<file path="config.mk">
export PLATFORM = sky130hd
export DESIGN_NAME = main_fsm_dec
export DESIGN_NICKNAME = d
export VERILOG_FILES = /design/src/rtl/main_fsm_dec.sv
export SDC_FILE = /design/constraint.sdc
export NUM_CORES = 1
export LEC_CHECK = 0
export BUFFER_PORTS_ARGS = -buffer_cell sky130_fd_sc_hd__buf_2
export CAP_MARGIN = 15
export CORE_AREA = 3 3 72 47
export CTS_CLUSTER_SIZE = 20
export DETAILED_ROUTE_END_ITERATION = 7
export DIE_AREA = 0 0 75 50
export HOLD_SLACK_MARGIN = 0.05
export MAX_ROUTING_LAYER = met4
export PLACE_DENSITY_LB_ADDON = 0.05
export SLEW_MARGIN = 20
export SYNTH_ARGS = -nofsm -noshare
export SYNTH_HDL_FRONTEND = slang
export SYNTH_SLANG_ARGS = --single-unit
</file>
<file path="constraint.sdc">
create_clock -name clk -period 1.9 [get_ports clk]
set_clock_uncertainty 0.05 [all_clocks]
set_input_delay 0.38 -clock clk [delete_from_list [all_inputs] [get_ports clk]]
set_output_delay 0.38 -clock clk [all_outputs]
set_load 0.01 [all_outputs]
</file>
<file path="src/rtl/main_fsm_dec.sv">
// Multi-cycle MIPS main control FSM: per-state datapath controls,
// optional memory-ready stalls and a retired-instruction counter.
module main_fsm_dec #(
  parameter int OP_W     = 6,
  parameter int ALUOP_W  = 2,
  parameter int MEM_WAIT = 1,
  parameter int CNT_W    = 16
) (
  input  logic               clk,
  input  logic               rst,
  input  logic [OP_W-1:0]    op,
  input  logic               mem_ready,
  output logic               pcwrite,
  output logic               irwrite,
  output logic               regwrite,
  output logic               memwrite,
  output logic               branch,
  output logic               iord,
  output logic               alusrca,
  output logic               regdst,
  output logic               memtoreg,
  output logic [1:0]         alusrcb,
  output logic [1:0]         pcsrc,
  output logic [ALUOP_W-1:0] aluop,
  output logic               illegal,
  output logic [3:0]         state_o,
  output logic [CNT_W-1:0]   instr_cnt
);

  typedef enum logic [3:0] {
    FETCH  = 4'd0,
    DECODE = 4'd1,
    MEMADR = 4'd2,
    MEMRD  = 4'd3,
    MEMWB  = 4'd4,
    MEMWR  = 4'd5,
    EXEC   = 4'd6,
    ALUWB  = 4'd7,
    BEQ    = 4'd8,
    ADDIEX = 4'd9,
    ADDIWB = 4'd10,
    JUMP   = 4'd11
  } state_t;

  localparam logic [OP_W-1:0] OP_R    = OP_W'(6'b000000);
  localparam logic [OP_W-1:0] OP_LW   = OP_W'(6'b100011);
  localparam logic [OP_W-1:0] OP_SW   = OP_W'(6'b101011);
  localparam logic [OP_W-1:0] OP_BEQ  = OP_W'(6'b000100);
  localparam logic [OP_W-1:0] OP_ADDI = OP_W'(6'b001000);
  localparam logic [OP_W-1:0] OP_J    = OP_W'(6'b000010);

  localparam logic [ALUOP_W-1:0] ALU_ADD = ALUOP_W'(2'b00);
  localparam logic [ALUOP_W-1:0] ALU_SUB = ALUOP_W'(2'b01);
  localparam logic [ALUOP_W-1:0] ALU_FN  = ALUOP_W'(2'b10);

  state_t           state;
  state_t           state_n;
  logic             rdy;
  logic             retire;
  logic             pw;
  logic             ir;
  logic             rw;
  logic             mw;
  logic             ill;
  logic             is_r;
  logic             is_lw;
  logic             is_sw;
  logic             is_beq;
  logic             is_addi;
  logic             is_j;

  assign rdy = (MEM_WAIT == 0) ? 1'b1 : mem_ready;

  assign is_r    = (op == OP_R);
  assign is_lw   = (op == OP_LW);
  assign is_sw   = (op == OP_SW);
  assign is_beq  = (op == OP_BEQ);
  assign is_addi = (op == OP_ADDI);
  assign is_j    = (op == OP_J);

  always_ff @(posedge clk or posedge rst) begin
    if (rst) begin
      state <= FETCH;
    end else begin
      state <= state_n;
    end
  end

  always_comb begin
    state_n  = FETCH;
    pw       = 1'b0;
    ir       = 1'b0;
    rw       = 1'b0;
    mw       = 1'b0;
    ill      = 1'b0;
    retire   = 1'b0;
    branch   = 1'b0;
    iord     = 1'b0;
    alusrca  = 1'b0;
    regdst   = 1'b0;
    memtoreg = 1'b0;
    alusrcb  = 2'b00;
    pcsrc    = 2'b00;
    aluop    = ALU_ADD;
    case (state)
      FETCH: begin
        alusrcb = 2'b01;
        pw      = rdy;
        ir      = rdy;
        state_n = rdy ? DECODE : FETCH;
      end
      DECODE: begin
        alusrcb = 2'b11;
        unique case (1'b1)
          is_r:          state_n = EXEC;
          is_lw, is_sw:  state_n = MEMADR;
          is_beq:        state_n = BEQ;
          is_addi:       state_n = ADDIEX;
          is_j:          state_n = JUMP;
          default: begin
            state_n = FETCH;
            ill     = 1'b1;
          end
        endcase
      end
      MEMADR: begin
        alusrca = 1'b1;
        alusrcb = 2'b10;
        state_n = is_sw ? MEMWR : MEMRD;
      end
      MEMRD: begin
        iord    = 1'b1;
        state_n = rdy ? MEMWB : MEMRD;
      end
      MEMWB: begin
        memtoreg = 1'b1;
        rw       = 1'b1;
        retire   = 1'b1;
      end
      MEMWR: begin
        iord    = 1'b1;
        mw      = 1'b1;
        retire  = rdy;
        state_n = rdy ? FETCH : MEMWR;
      end
      EXEC: begin
        alusrca = 1'b1;
        aluop   = ALU_FN;
        state_n = ALUWB;
      end
      ALUWB: begin
        regdst = 1'b1;
        rw     = 1'b1;
        retire = 1'b1;
      end
      BEQ: begin
        alusrca = 1'b1;
        aluop   = ALU_SUB;
        pcsrc   = 2'b01;
        branch  = 1'b1;
        retire  = 1'b1;
      end
      ADDIEX: begin
        alusrca = 1'b1;
        alusrcb = 2'b10;
        state_n = ADDIWB;
      end
      ADDIWB: begin
        rw     = 1'b1;
        retire = 1'b1;
      end
      JUMP: begin
        pcsrc  = 2'b10;
        pw     = 1'b1;
        retire = 1'b1;
      end
      default: state_n = FETCH;
    endcase
  end

  // Enables are squashed while reset is held so an aborted
  // instruction cannot write anything.
  assign pcwrite  = pw  & ~rst;
  assign irwrite  = ir  & ~rst;
  assign regwrite = rw  & ~rst;
  assign memwrite = mw  & ~rst;
  assign illegal  = ill & ~rst;
  assign state_o  = state;

  always_ff @(posedge clk or posedge rst) begin
    if (rst) begin
      instr_cnt <= '0;
    end else if (retire) begin
      instr_cnt <= instr_cnt + CNT_W'(1);
    end
  end

endmodule

</file>
# [Word level (Yosys, flattened, before mapping)]
# Index checks and enable logic that the tools add are counted.
[classes] n_addsub=1 eq_ne=16 muxes=21 n_bitwise=6 reduce_logical=9
[op_table] cell="4-bit case mux with 7 select lines" n=1
[op_table] cell="4-bit case mux with 5 select lines" n=1
[op_table] cell="16-bit by 1-bit adder with 16-bit output (second input constant)" n=1
[op_table] cell="4-bit by 3-bit == test with 1-bit output (second input constant)" n=4
[op_table] cell="4-bit == test (second input constant)" n=4
[op_table] cell="6-bit == test (second input constant)" n=2
[op_table] cell="1-bit two-way mux" n=11
[op_table] cell="3-bit two-way mux" n=3
[op_table] cell="4-bit by 2-bit == test with 1-bit output (second input constant)" n=2
[op_table] cell="2-bit case mux with 2 select lines" n=2
[op_table] cell="6-bit by 2-bit == test with 1-bit output (second input constant)" n=1
[op_table] cell="6-bit by 3-bit == test with 1-bit output (second input constant)" n=1
[op_table] cell="6-bit by 4-bit == test with 1-bit output (second input constant)" n=1
[op_table] cell="6-bit zero test" n=1
[op_table] cell="2-bit case mux with 3 select lines" n=1
[op_table] cell="2-bit OR reduction" n=3
[op_table] cell="6-bit OR reduction" n=1
[op_table] cell="1-bit bitwise AND" n=5
[op_table] cell="5-bit OR reduction" n=1
[op_table] cell="4-bit by 1-bit == test with 1-bit output (second input constant)" n=1
[op_table] cell="4-bit zero test" n=1
[op_table] cell="1-bit case mux with 2 select lines" n=2
[op_table] cell="4-bit OR reduction" n=1
[op_table] cell="3-bit OR reduction" n=1
[op_table] cell="1-bit inverter" n=1
[word_totals] regBits=20 input_bits=9 output_inout_bits=36 elab_cells=55

# [Longest topological paths before layout]
# Gate-level depths: netlist of the first run.
[depth] word_depth=5 mapped_depth=6 depth_no_buf=5

# [Worst setup path before layout of the first run]
# Ideal clock, no wire load.
[synth_path] path_kind="in2out" startpoint="input port rst" endpoint="output port pcwrite" arrival_ps=1352 required_ps=1470 setup_slack_ps=118 stages=3 n_path_buf=0 cell_sequence="inv_1 and4_1 a21o_1"
[synth_via] elab_chain_cells=2
[synth_lines] item="from (decl)" line_no="10" text="input logic rst,"
[synth_lines] item="1-bit inverter" line_no="183" text="assign pcwrite = pw & ~rst;"
[synth_lines] item="1-bit bitwise AND" line_no="183"
[synth_lines] item="to (decl)" line_no="13" text="output logic pcwrite,"
# No other way between the ends.

# [Worst setup path after layout of the first run]
[layout_path] startpoint="register state[1] (netlist: state_o[1])" endpoint="output port regwrite"
[layout_via] elab_chain_cells=4 word_cells_on_any_way=6 cone_classes="eq/ne (3); mux (1); bitwise (1); reduce/logical (1)"
[layout_lines] item="from (decl)" line_no="56" text="state_t state;"
[layout_lines] item="from (signal assigned)" line_no="85" text="state <= state_n;"
[layout_lines] item="4-bit == test / 4-bit by 3-bit == test with 1-bit output (equally long branches)" line_no="105" text="case (state)"
[layout_lines] item="3-bit OR reduction (no source line) (*)"
[layout_lines] item="1-bit two-way mux (*)" line_no="105"
[layout_lines] item="1-bit bitwise AND (*)" line_no="185" text="assign regwrite = rw & ~rst;"
[layout_lines] item="to (decl)" line_no="15" text="output logic regwrite,"
# Every way passes the cells marked *; elsewhere a longest branch is shown, timed or not.

==> results of run 1 <==
per-stage QoR:
| step | setup WS, ps | setup TNS, ps | utilization [%] | hold slack (ps) |
|---|---|---|---|---|
| global placement | 105 | 0 | 58.3 | 406 |
| detailed placement | 99.6 | 0 | 58.3 | 412 |
| floorplan | 118 | 0 | - | 316 |
| global route | -19.2 | -19.2 | 63.8 | 194 |
| finish | 75.4 | 0 | 63.8 | 159 |
| CTS | 33.0 | 0 | 61.3 | 164 |
area by class of cell:
| cell class | count | area (um2) | area share [%] |
|---|---|---|---|
| clock buffers | 4 | 55.1 | 3.09 |
| well taps | 34 | 42.5 | 2.39 |
| flip-flops and latches | 20 | 504 | 28.3 |
| inverters | 3 | 11.3 | 0.632 |
| multi-input cells | 112 | 821 | 46.0 |
| repair buffers | 59 | 349 | 19.6 |
synth_stat cells (all sizes together), types with 2 or more instances:
cell    number  area, um2
mux2i        2       20.0
buf         10       67.6
and3         3       18.8
nand2        8       32.5
a21oi        7       57.6
nor2        12       45.0
dfrtp       20        500
nand3       13       65.1
xor2         2       17.5
nand4        6       50.0
o21ai        5       36.3
nor3        11       55.1
xnor2       16        140
and4         2       17.5
nand2b       6       47.5
nor2b        4       32.5
inv          3       11.3
cell usage in the layout, fill, tap and decap left out, drive strengths merged:
cell type  synthesis  final
a31o               1      1
o21a               1      1
nor4               1      1
o2111a             1      1
o21bai             1      1
a221oi             1      1
and3               3      3
o2111ai            1      1
o311ai             1      1
buf               10     59
mux2               1      1
a311oi             1      1
ha                 1      1
maj3               1      1
mux2i              2      2
o21ai              5      5
a21o               1      1
nand2              8      8
dfrtp             20     20
xor2               2      2
nand2b             6      6
nor2              12     12
clkbuf             0      4
nand3             13     13
nor3              11     11
a2111oi            1      1
xnor2             16     16
and4               2      2
a21oi              7      7
nand4              6      6
inv                3      3
nand4b             1      1
nor2b              4      4
state kept, by name (all words and copies together) (netlist names):
signal     count
state_o        4
instr_cnt     16
where the power goes:
group	switching [mW]	internal [mW]	leakage, nW	total [mW]
Combinational	0.575	0.491	0.563	1.07
Sequential	0.132	0.511	0.263	0.643
Clock	0.139	0.185	0.0288	0.323
Total	0.846	1.19	0.855	2.03
cell families after synthesis:
kind of cell / Yosys count / synth area share [%]
AO/OA/AOI/OAI: 22 / 13.2
buffers and inverters: 13 / 5.77
multiplexers: 3 / 2.29
flip-flops: 20 / 36.6
adder cells (fa/ha/maj): 2 / 1.74
AND/OR/NAND/NOR: 67 / 28.8
XOR/XNOR: 18 / 11.5
critical path: stages, from the launching register on:
cell     delay [ps]
dfrtp_2         480
buf_4           180
nor3_2          190
a21oi_1          60
nor2_1           80
buf_2           130
routing by layer:
metal	up-vias	track usage, %	wire (um)
met5	-	-	0
met4	0	4.14	27
met3	3	5.30	207
met2	39	26.0	1360
met1	589	27.4	1630
li1	621	-	-
how the worst min path moves through the flow:
stage / end / slack [ps]
2_1_floorplan: instr_cnt[0] / 320
3_3_place_gp: instr_cnt[15] / 410
3_5_place_dp: instr_cnt[15] / 410
4_1_cts: instr_cnt[9] / 160
5_1_grt: instr_cnt[9] / 190
6_report: instr_cnt[9] / 160
what timing repair did:
item	4_1_cts	5_1_grt
resized for setup	5	7
setup endpoints to repair	3	6
gates cloned	0	0
hold buffers	0	0
setup buffers	2	4
==> impl_results.md, run 1 <==
* RR Startpoint: state_o[3]
* R2R depth at 4
* Max Cap Viol at 0
* Drt pass-1 iters at 4
* Final cell count without fillers at about 230
* Row count at 15
* Total Nets Final at around 210
* Synth warn at 0
* Vias in the first global route at approximately 1100
* Setup crit end: regwrite
* Arrival time worst endpoint at roughly 1400 ps
* Distinct cell type count of the synthesized netlist at about 40
* Hpwl dp at around 2400 um
* Post-DP Area at approximately 0.0016 mm2
* Die area at approximately 0.0038 mm2
* Syn Inst Count at between 100 and 150
* Clock root buffer: clkbuf_8
* Die extent in y at 50 um
* Post-Route WL at between 3000 and 4000 um
* Max rail drop VDD at about 640 uV
* Worst setup EP type: output port
* Core Region at ~0.0028 mm2
* Synth Cell Area at around 0.0014 mm2
* Final instance area at roughly 0.0018 mm2
* Async SR Flop Fraction at 100%
* Routed len/inst at roughly 14 um
* Initial Util at between 40% and 50%
* RSZ-0062 raised after global routing: yes
* CTS tree: yes
* Routed Antenna Nets at 0
* First-pass GRT wire length at 5290 um
* Layout cells sized above 1 at 42.9%
* F_max at 548 MHz
* Type of the most critical hold path: input port to async pin
* Crit path time final at 1820 ps
* Initial antenna violation count at 0
* Mean Syn Cell Area at around 9.4 um2
* CP max FO at 10
* Worst r2r dst: instr_cnt[1]
* Htree depth at 1
* Post-synthesis sequential area ratio at 36.6%
* Ant. Diodes at 0
* Worst-path clk slew at roughly 70 ps
* Lkg Pwr at between 0.8 and 0.9 nW
* CTS Buf Count at 3
* Crit path from: state_o[1]
* Slew @ Worst Pin at approximately 450 ps
* Global-route usage over all layers at between 10% and 20%
* Iter 0 DRT Violations at between 40 and 50
* Syn Nets at approximately 160
* Post-synth EDFFs at 0
* I/O Pins at between 40 and 50
* Largest net degree at the start of global routing at 16
* Final-layout fill cell count at around 240
* Vias per cell at around 5.4
* Port bufs at 44
* Worst slew margin at between 60 and 70%
* Yosys reg bits at 20
* Final Setup Violations at 0
* Power Dens Cells at approximately 1100 mW/mm2
* Synth Flop Type: dfrtp_1
* Area Growth Syn to Fin at 30.5%
* Total number of vias at 1252
* Status: finished clean
* CTS Buffer Depth at 2
* Congestion Overflow GR at 0
* R2r setup slk at approximately 270 ps
* Slew Limit Fails at 0
* Worst EP required at approximately 1500 ps
* Worst setup path class: flop to output port
* Clock Sinks at 20
* Tot Pwr at 2.03 mW
* Post-route DRC violation count at 0
* Final hold violations at 0
* Die Span X at around 75 um
* Critical Path Source Type: flop
* Final worst-path cycle share at 96.0%
* GP Congestion at roughly 0.85
* Skew-Pair Late Insertion Delay at approximately 260 ps
* # placed instances at about 220
Note: power is estimated with default switching activity, not from simulation.
==> inputs of run 2 (changes only) <==
==> constraint.sdc (replaced) <==
create_clock -name clk -period 1.9 [get_ports clk]
set_clock_uncertainty 0.05 [all_clocks]
set_input_delay 0.285 -clock clk [delete_from_list [all_inputs] [get_ports clk]]
set_output_delay 0.285 -clock clk [all_outputs]
set_load 0.01 [all_outputs]
==> run 2 against run 1 <==
Sequential cell count is the same. Global-route usage grew 1.3 points. Core utilization shrank 3.7 points. Final area shrank 5.8%. Final cell count shrank 3.4%. Via count grew 0.32%. Highest routed layer unchanged. Register-to-register slack gained 40 ps. Sequential share of layout area grew 1.7 points. Combinational power shrank 9%. Critical path depth shrank 1. Power shrank 4.7%. Count of clock-buffer cells in the layout is the same. Largest power group unchanged.
==> impl_results.md, run 2 (same netlist as run 1, synthesis figures left out) <==
* Post-route DRC violation count at 0 (unchanged)
* Routed Antenna Nets at 0 (unchanged)
* Worst-path clk slew at 70 ps (about the same)
* Final hold violations at 0 (unchanged)
* Ant. Diodes at 0 (unchanged)
* RSZ-0062 raised after global routing: no (was yes)
* Htree depth at 1 (unchanged)
* Clock root buffer: clkbuf_8 (unchanged)
* Power Dens Cells at 1150 mW/mm2 (was 1140 mW/mm2)
* Setup bufs post-CTS at 0 (was 2)
* Worst slew margin at 67.7% (was 69.0%)
* CTS Buf Count at 3 (unchanged)
* Status: finished clean (unchanged)
* Crit path time final at 1840 ps (was 1820 ps)
* Port bufs at 44 (unchanged)
* F_max at 544 MHz (was 548 MHz)
* Worst setup EP type: output port (unchanged)
* Area Growth Syn to Fin at 22.9% (was 30.5%)
* Worst setup path class: flop to output port (unchanged)
* Die area at 0.00375 mm2 (unchanged)
* Drt pass-1 iters at 4 (unchanged)
* Worst EP required at 1560 ps (was 1470 ps)
* Core Region at 0.00280 mm2 (unchanged)
* Lkg Pwr at 0.803 nW (was 0.855 nW)
* Max Cap Viol at 0 (unchanged)
* Final Setup Violations at 0 (unchanged)
* Die Span X at 75 um (unchanged)
* Type of the most critical hold path: input port to async pin (unchanged)
* Slew Limit Fails at 0 (unchanged)
* Max reg flops at 16 (unchanged)
* Final-layout fill cell count at 259 (was 241)
* Congestion Overflow GR at 0 (unchanged)
* Largest net degree at the start of global routing at 16 (unchanged)
* Total Nets Final at 201 (was 209)
* CTS tree: yes (unchanged)
* Final instance area at 0.00168 mm2 (was 0.00178 mm2)
* Row count at 15 (unchanged)
* GP Congestion at 0.896 (was 0.847)
* Layout cells sized above 1 at 38.4% (was 42.9%)
* Register bank with the most flops: instr_cnt (unchanged)
* CP max FO at 11 (was 10)
* Most common cell after layout, fill and taps aside: buf_2 (unchanged)
* Total number of vias at 1256 (was 1252)
* Global-route usage over all layers at 20.3% (was 18.9%)
* Vias per cell at 5.61 (was 5.40)
* I/O Pins at 45 (unchanged)
* First-pass GRT wire length at 5580 um (was 5290 um)
* Max rail drop VDD at 764 uV (was 644 uV)
* Skew-Pair Late Insertion Delay at 260 ps (about the same)
* Critical Path Source Type: flop (unchanged)
* Post-Route WL at 3370 um (was 3220 um)
* Vias in the first global route at 1103 (was 1122)
* Most frequent cells in the layout: 44 x buf_2, 18 x dfrtp_1, 16 x xnor2_1 (was 44 x buf_2, 17 x dfrtp_1, 16 x xnor2_1)
* Slew @ Worst Pin at 472 ps (was 454 ps)
* Post-DP Area at 0.00161 mm2 (was 0.00163 mm2)
* TNS Setup at 0 ps (unchanged)
* Routed len/inst at 15.0 um (was 13.9 um)
* Initial antenna violation count at 0 (unchanged)
* Die extent in y at 50 um (unchanged)
* Initial Util at 48.9% (unchanged)
* Iter 0 DRT Violations at 61 (was 41)
* Arrival time worst endpoint at 1500 ps (was 1390 ps)
* Hpwl dp at 2580 um (was 2440 um)
* R2r setup slk at 310 ps (was 270 ps)
* Clock Sinks at 20 (unchanged)
* Final worst-path cycle share at 96.7% (was 96.0%)
* CTS Buffer Depth at 2 (unchanged)
[run 2: layout make-up]
cell class | count | area [um2] | share of cell area, %
sequential | 20 | 503 | 30.0
inverter | 3 | 11.3 | 0.671
multi-input combinational | 112 | 795 | 47.3
timing repair buffer | 51 | 273 | 16.2
tap | 34 | 42.5 | 2.53
clock buffer | 4 | 55.1 | 3.28
[run 2: worst max-delay path, stage by stage (launching register included)]
cell and delay (ps):
dfrtp_2 480, buf_4 200, nand2b_1 200, nor3_1 200, buf_2 160
[run 2: metrics by stage]
stage / total power [mW] / instances / hold slack, ps / worst slack [ps] / util (%)
finish: 1.94 / 224 / 69.7 / 62.6 / 60.0
global route: 2.09 / 224 / 87.8 / 11.3 / 60.0
CTS: 1.93 / 224 / 63.8 / 17.2 / 59.7
detailed placement: 1.59 / 220 / 347 / 239 / 57.7
global placement: 1.57 / 220 / 352 / 290 / 57.7
floorplan: 1.30 / 145 / 221 / 232 / -
[run 2: path summary, 6_finish.rpt]
kind,start,end,cells after the start
max,state_o[1],memwrite,4
min,rst,instr_cnt[13],3
max reg2reg,state_o[3],instr_cnt[1],4
min reg2reg,instr_cnt[15],instr_cnt[15],1
max in group asynchronous,rst,state_o[1],3
min in group clk,op[5],state_o[0],4
[run 2: power breakdown]
part	switching [mW]	internal (mW)	leakage [nW]
Sequential	0.124	0.511	0.265
Clock	0.148	0.185	0.0288
Combinational	0.560	0.410	0.510
[run 2: layer usage]
| layer | vias to the layer above | GRT usage, % | part of all wire (%) |
|---|---|---|---|
| met4 | 0 | 5.33 | 0.95 |
| met5 | - | - | 0 |
| met1 | 594 | 30.1 | 48 |
| met2 | 48 | 27.5 | 43 |
| met3 | 5 | 4.48 | 7.9 |
| li1 | 609 | - | - |
[run 2: timing repair]
action,in CTS,in global routing
endpoints found under the hold margin,0,0
hold buffers,0,0
setup endpoints to repair,0,7
resized for setup,0,5
==> inputs of run 3 (changes only) <==
--- a/config.mk
+++ b/config.mk
@@ -7,10 +7,10 @@
 export LEC_CHECK = 0
 export BUFFER_PORTS_ARGS = -buffer_cell sky130_fd_sc_hd__buf_2
 export CAP_MARGIN = 15
-export CORE_AREA = 3 3 72 47
+export CORE_AREA = 3 3 69 45
 export CTS_CLUSTER_SIZE = 20
 export DETAILED_ROUTE_END_ITERATION = 7
-export DIE_AREA = 0 0 75 50
+export DIE_AREA = 0 0 72 48
 export HOLD_SLACK_MARGIN = 0.05
 export MAX_ROUTING_LAYER = met4
 export PLACE_DENSITY_LB_ADDON = 0.05
==> constraint.sdc (replaced) <==
create_clock -name clk -period 2.3 [get_ports clk]
set_clock_uncertainty 0.05 [all_clocks]
set_input_delay 0.345 -clock clk [delete_from_list [all_inputs] [get_ports clk]]
set_output_delay 0.345 -clock clk [all_outputs]
set_load 0.01 [all_outputs]
==> run 3 against run 2 <==
Combinational power decreased by 26%. Via count decreased by 4.2%. Setup slack improved by 120 ps. Final cell count decreased by 1.8%. Count of clock-buffer cells in the layout unchanged. Sequential power decreased by 10%. Die area decreased by 7.8%. Final area decreased by 1.5%. Core utilization increased by 6.0 points. Clock power decreased by 19%. First-iteration DRC count decreased by 8.2%. Sequential cell count unchanged.
==> impl_results.md, run 3 (same netlist as run 1, synthesis figures left out) <==
* Die area at 0.00346 mm2 (was 0.00375 mm2)
* Worst setup path class: input port to output port (was flop to output port)
* R2R depth at 4 (unchanged)
* Largest net degree at the start of global routing at 19 (was 16)
* Area Growth Syn to Fin at 21.1% (was 22.9%)
* Total Nets Final at 199 (was 201)
* CP most frequent cell: buf_2
* Met3 Use GR at 5.03% (was 4.48%)
* CP max FO at 6 (was 11)
* Clock root buffer: clkbuf_8 (unchanged)
* F_max at between 400 and 500 MHz
* Die Span X at 72 um (was 75 um)
* Port bufs at 44 (unchanged)
* Power Dens Cells at 940 mW/mm2 (was 1150 mW/mm2)
* Slowest CP cell: dlygate4sd3_1 (was dfrtp_2)
* Congestion Overflow GR at 0 (unchanged)
* Lkg Pwr at 0.794 nW (was 0.803 nW)
* Most common cell after layout, fill and taps aside: buf_2 (unchanged)
* Crit path time final at between 2000 and 2500 ps
* RSZ-0062 raised after global routing: no (unchanged)
* Critical Path Source Type: input port (was flop)
* CTS Buf Count at 3 (unchanged)
* Initial antenna violation count at 0 (unchanged)
* Max rail drop VDD at 547 uV (was 764 uV)
* Met1 Usage GRT at 28.2% (was 30.1%)
* Iter 0 DRT Violations at 56 (was 61)
* Initial Util at 54.5% (was 48.9%)
* Status: finished clean (unchanged)
* Final hold violations at 0 (unchanged)
* Type of the most critical hold path: input port to flop (was input port to async pin)
* Drt pass-1 iters at 4 (unchanged)
* Arrival time worst endpoint at 1730 ps (was 1500 ps)
* Worst r2r dst: instr_cnt[1] (unchanged)
* Tot Pwr at 1.56 mW (was 1.94 mW)
* Final instance area at 0.00165 mm2 (was 0.00168 mm2)
* WHS Path Cells at 4
* Most frequent cells in the layout: 44 x buf_2, 20 x dfrtp_1, 16 x xnor2_1 (was 44 x buf_2, 18 x dfrtp_1, 16 x xnor2_1)
* GP Congestion at 0.807 (was 0.896)
* Register bank with the most flops: instr_cnt (unchanged)
* Vias per cell at 5.47 (was 5.61)
* Max reg flops at 16 (unchanged)
* Met2 Usage GRT at 30.5% (was 27.5%)
* Final worst-path cycle share at 92.3%
* Post-route DRC violation count at 0 (unchanged)
* R2r setup slk at 490 ps (was 310 ps)
* Max Cap Viol at 0 (unchanged)
* CTS Buffer Depth at 2 (unchanged)
* Core Region at 0.00250 mm2 (was 0.00280 mm2)
* Ant. Diodes at 0 (unchanged)
* Routed len/inst at 14.7 um (was 15.0 um)
* Final Setup Violations at 0 (unchanged)
* Layout cells sized above 1 at 34.6% (was 38.4%)
* Post-DP Area at 0.00159 mm2 (was 0.00161 mm2)
* Worst EP required at 1900 ps (was 1560 ps)
* TNS Setup at 0 ps (unchanged)
* I/O Pins at 45 (unchanged)
* Skew-Pair Late Insertion Delay at 260 ps (about the same)
* Top Family by Delay on Critical Path: buffers and inverters (was flip-flops)
* Buf+Inv Stages, Crit Path at 4 (was 2)
* Vias in the first global route at 1045 (was 1103)
* Row count at 14 (was 15)
* CTS tree: yes (unchanged)
* Die extent in y at 48 um (was 50 um)
* Worst slew margin at 65.2% (was 67.7%)
* Crit path largest cell delay at 540 ps (was 480 ps)
* Worst-path clk slew at 70 ps (about the same)
* Htree depth at 1 (unchanged)
* CP Cell Sequence: dlygate4sd3_1 -> buf_2 -> inv_1 -> and4_1 -> a21o_1 -> buf_2 (was buf_4 -> nand2b_1 -> nor3_1 -> buf_2)
* RR Startpoint: state_o[2] (was state_o[3])
* WHS Endpoint: state_o[0]
* Hpwl dp at 2470 um (was 2580 um)
* Post-CTS sizing at 0 (unchanged)
* Routed Antenna Nets at 0 (unchanged)
* Slew Limit Fails at 0 (unchanged)
* Slew @ Worst Pin at 522 ps (was 472 ps)
* Busiest grt layer: met2 (was met1)
* Worst setup EP type: output port (unchanged)
* Post-Route WL at 3230 um (was 3370 um)
* Global-route usage over all layers at 20.1% (was 20.3%)
* Total number of vias at 1203 (was 1256)
* First-pass GRT wire length at 5050 um (was 5580 um)
* Hold_sp: op[5]
* Clock Sinks at 20 (unchanged)
## run 3: cell count changes in the layout (fill, tap and decap cells not counted)
cell	before	now
nor2_1	11	12
dfrtp_1	18	20
nand2b_1	3	4
nor2b_2	1	0
dlygate4sd3_1	0	1
nor2_2	1	0
nor2b_1	2	3
dfrtp_2	2	0
nand2b_2	2	1
buf_4	7	4
## run 3: worst max-delay path by stage
stage,start,end,cells after the start
global route,rst,pcwrite,6
floorplan,state_o[1],aluop[0],4
detailed placement,state_o[2],instr_cnt[1],4
CTS,rst,pcwrite,6
global placement,op[3],illegal,6
finish,rst,pcwrite,6
## run 3: metal layers
| layer | routed length [um] | part of all wire [%] | up-vias |
|---|---|---|---|
| met5 | 0 | 0 | - |
| met4 | 6 | 0.19 | 0 |
| met3 | 209 | 6.5 | 2 |
| met2 | 1380 | 43 | 43 |
| met1 | 1640 | 51 | 558 |
| li1 | - | - | 600 |
## run 3: worst min-delay path: stages
cell	delay (ps)
buf_2	120
nor3_1	50
nand4_1	80
a21oi_1	70
## run 3: layout make-up
| type | instances | area [um2] |
|---|---|---|
| well taps | 32 | 40.0 |
| flip-flops and latches | 20 | 500 |
| multi-input cells | 112 | 787 |
| clock buffers | 4 | 55.1 |
| inverters | 3 | 11.3 |
| fillers | 223 | 851 |
| repair buffers | 49 | 260 |
## run 3: timing repair
action	4_1_cts	5_1_grt
endpoints found under the hold margin	2	0
hold buffers	1	0
setup buffers	0	0
## run 3: through the flow
| stage | std cells | util (%) | hold slack, ps | setup slack (ps) |
|---|---|---|---|---|
| global route | 220 | 66.0 | 421 | 109 |
| CTS | 220 | 66.0 | 385 | 170 |
| global placement | 215 | 63.4 | 234 | 583 |
| detailed placement | 215 | 63.4 | 243 | 532 |
| floorplan | 145 | - | 281 | 572 |
| finish | 220 | 66.0 | 398 | 178 |
## run 3: where the power goes
part,internal [mW],switching (mW)
logic,0.315,0.399
registers,0.418,0.153
clock network,0.153,0.117
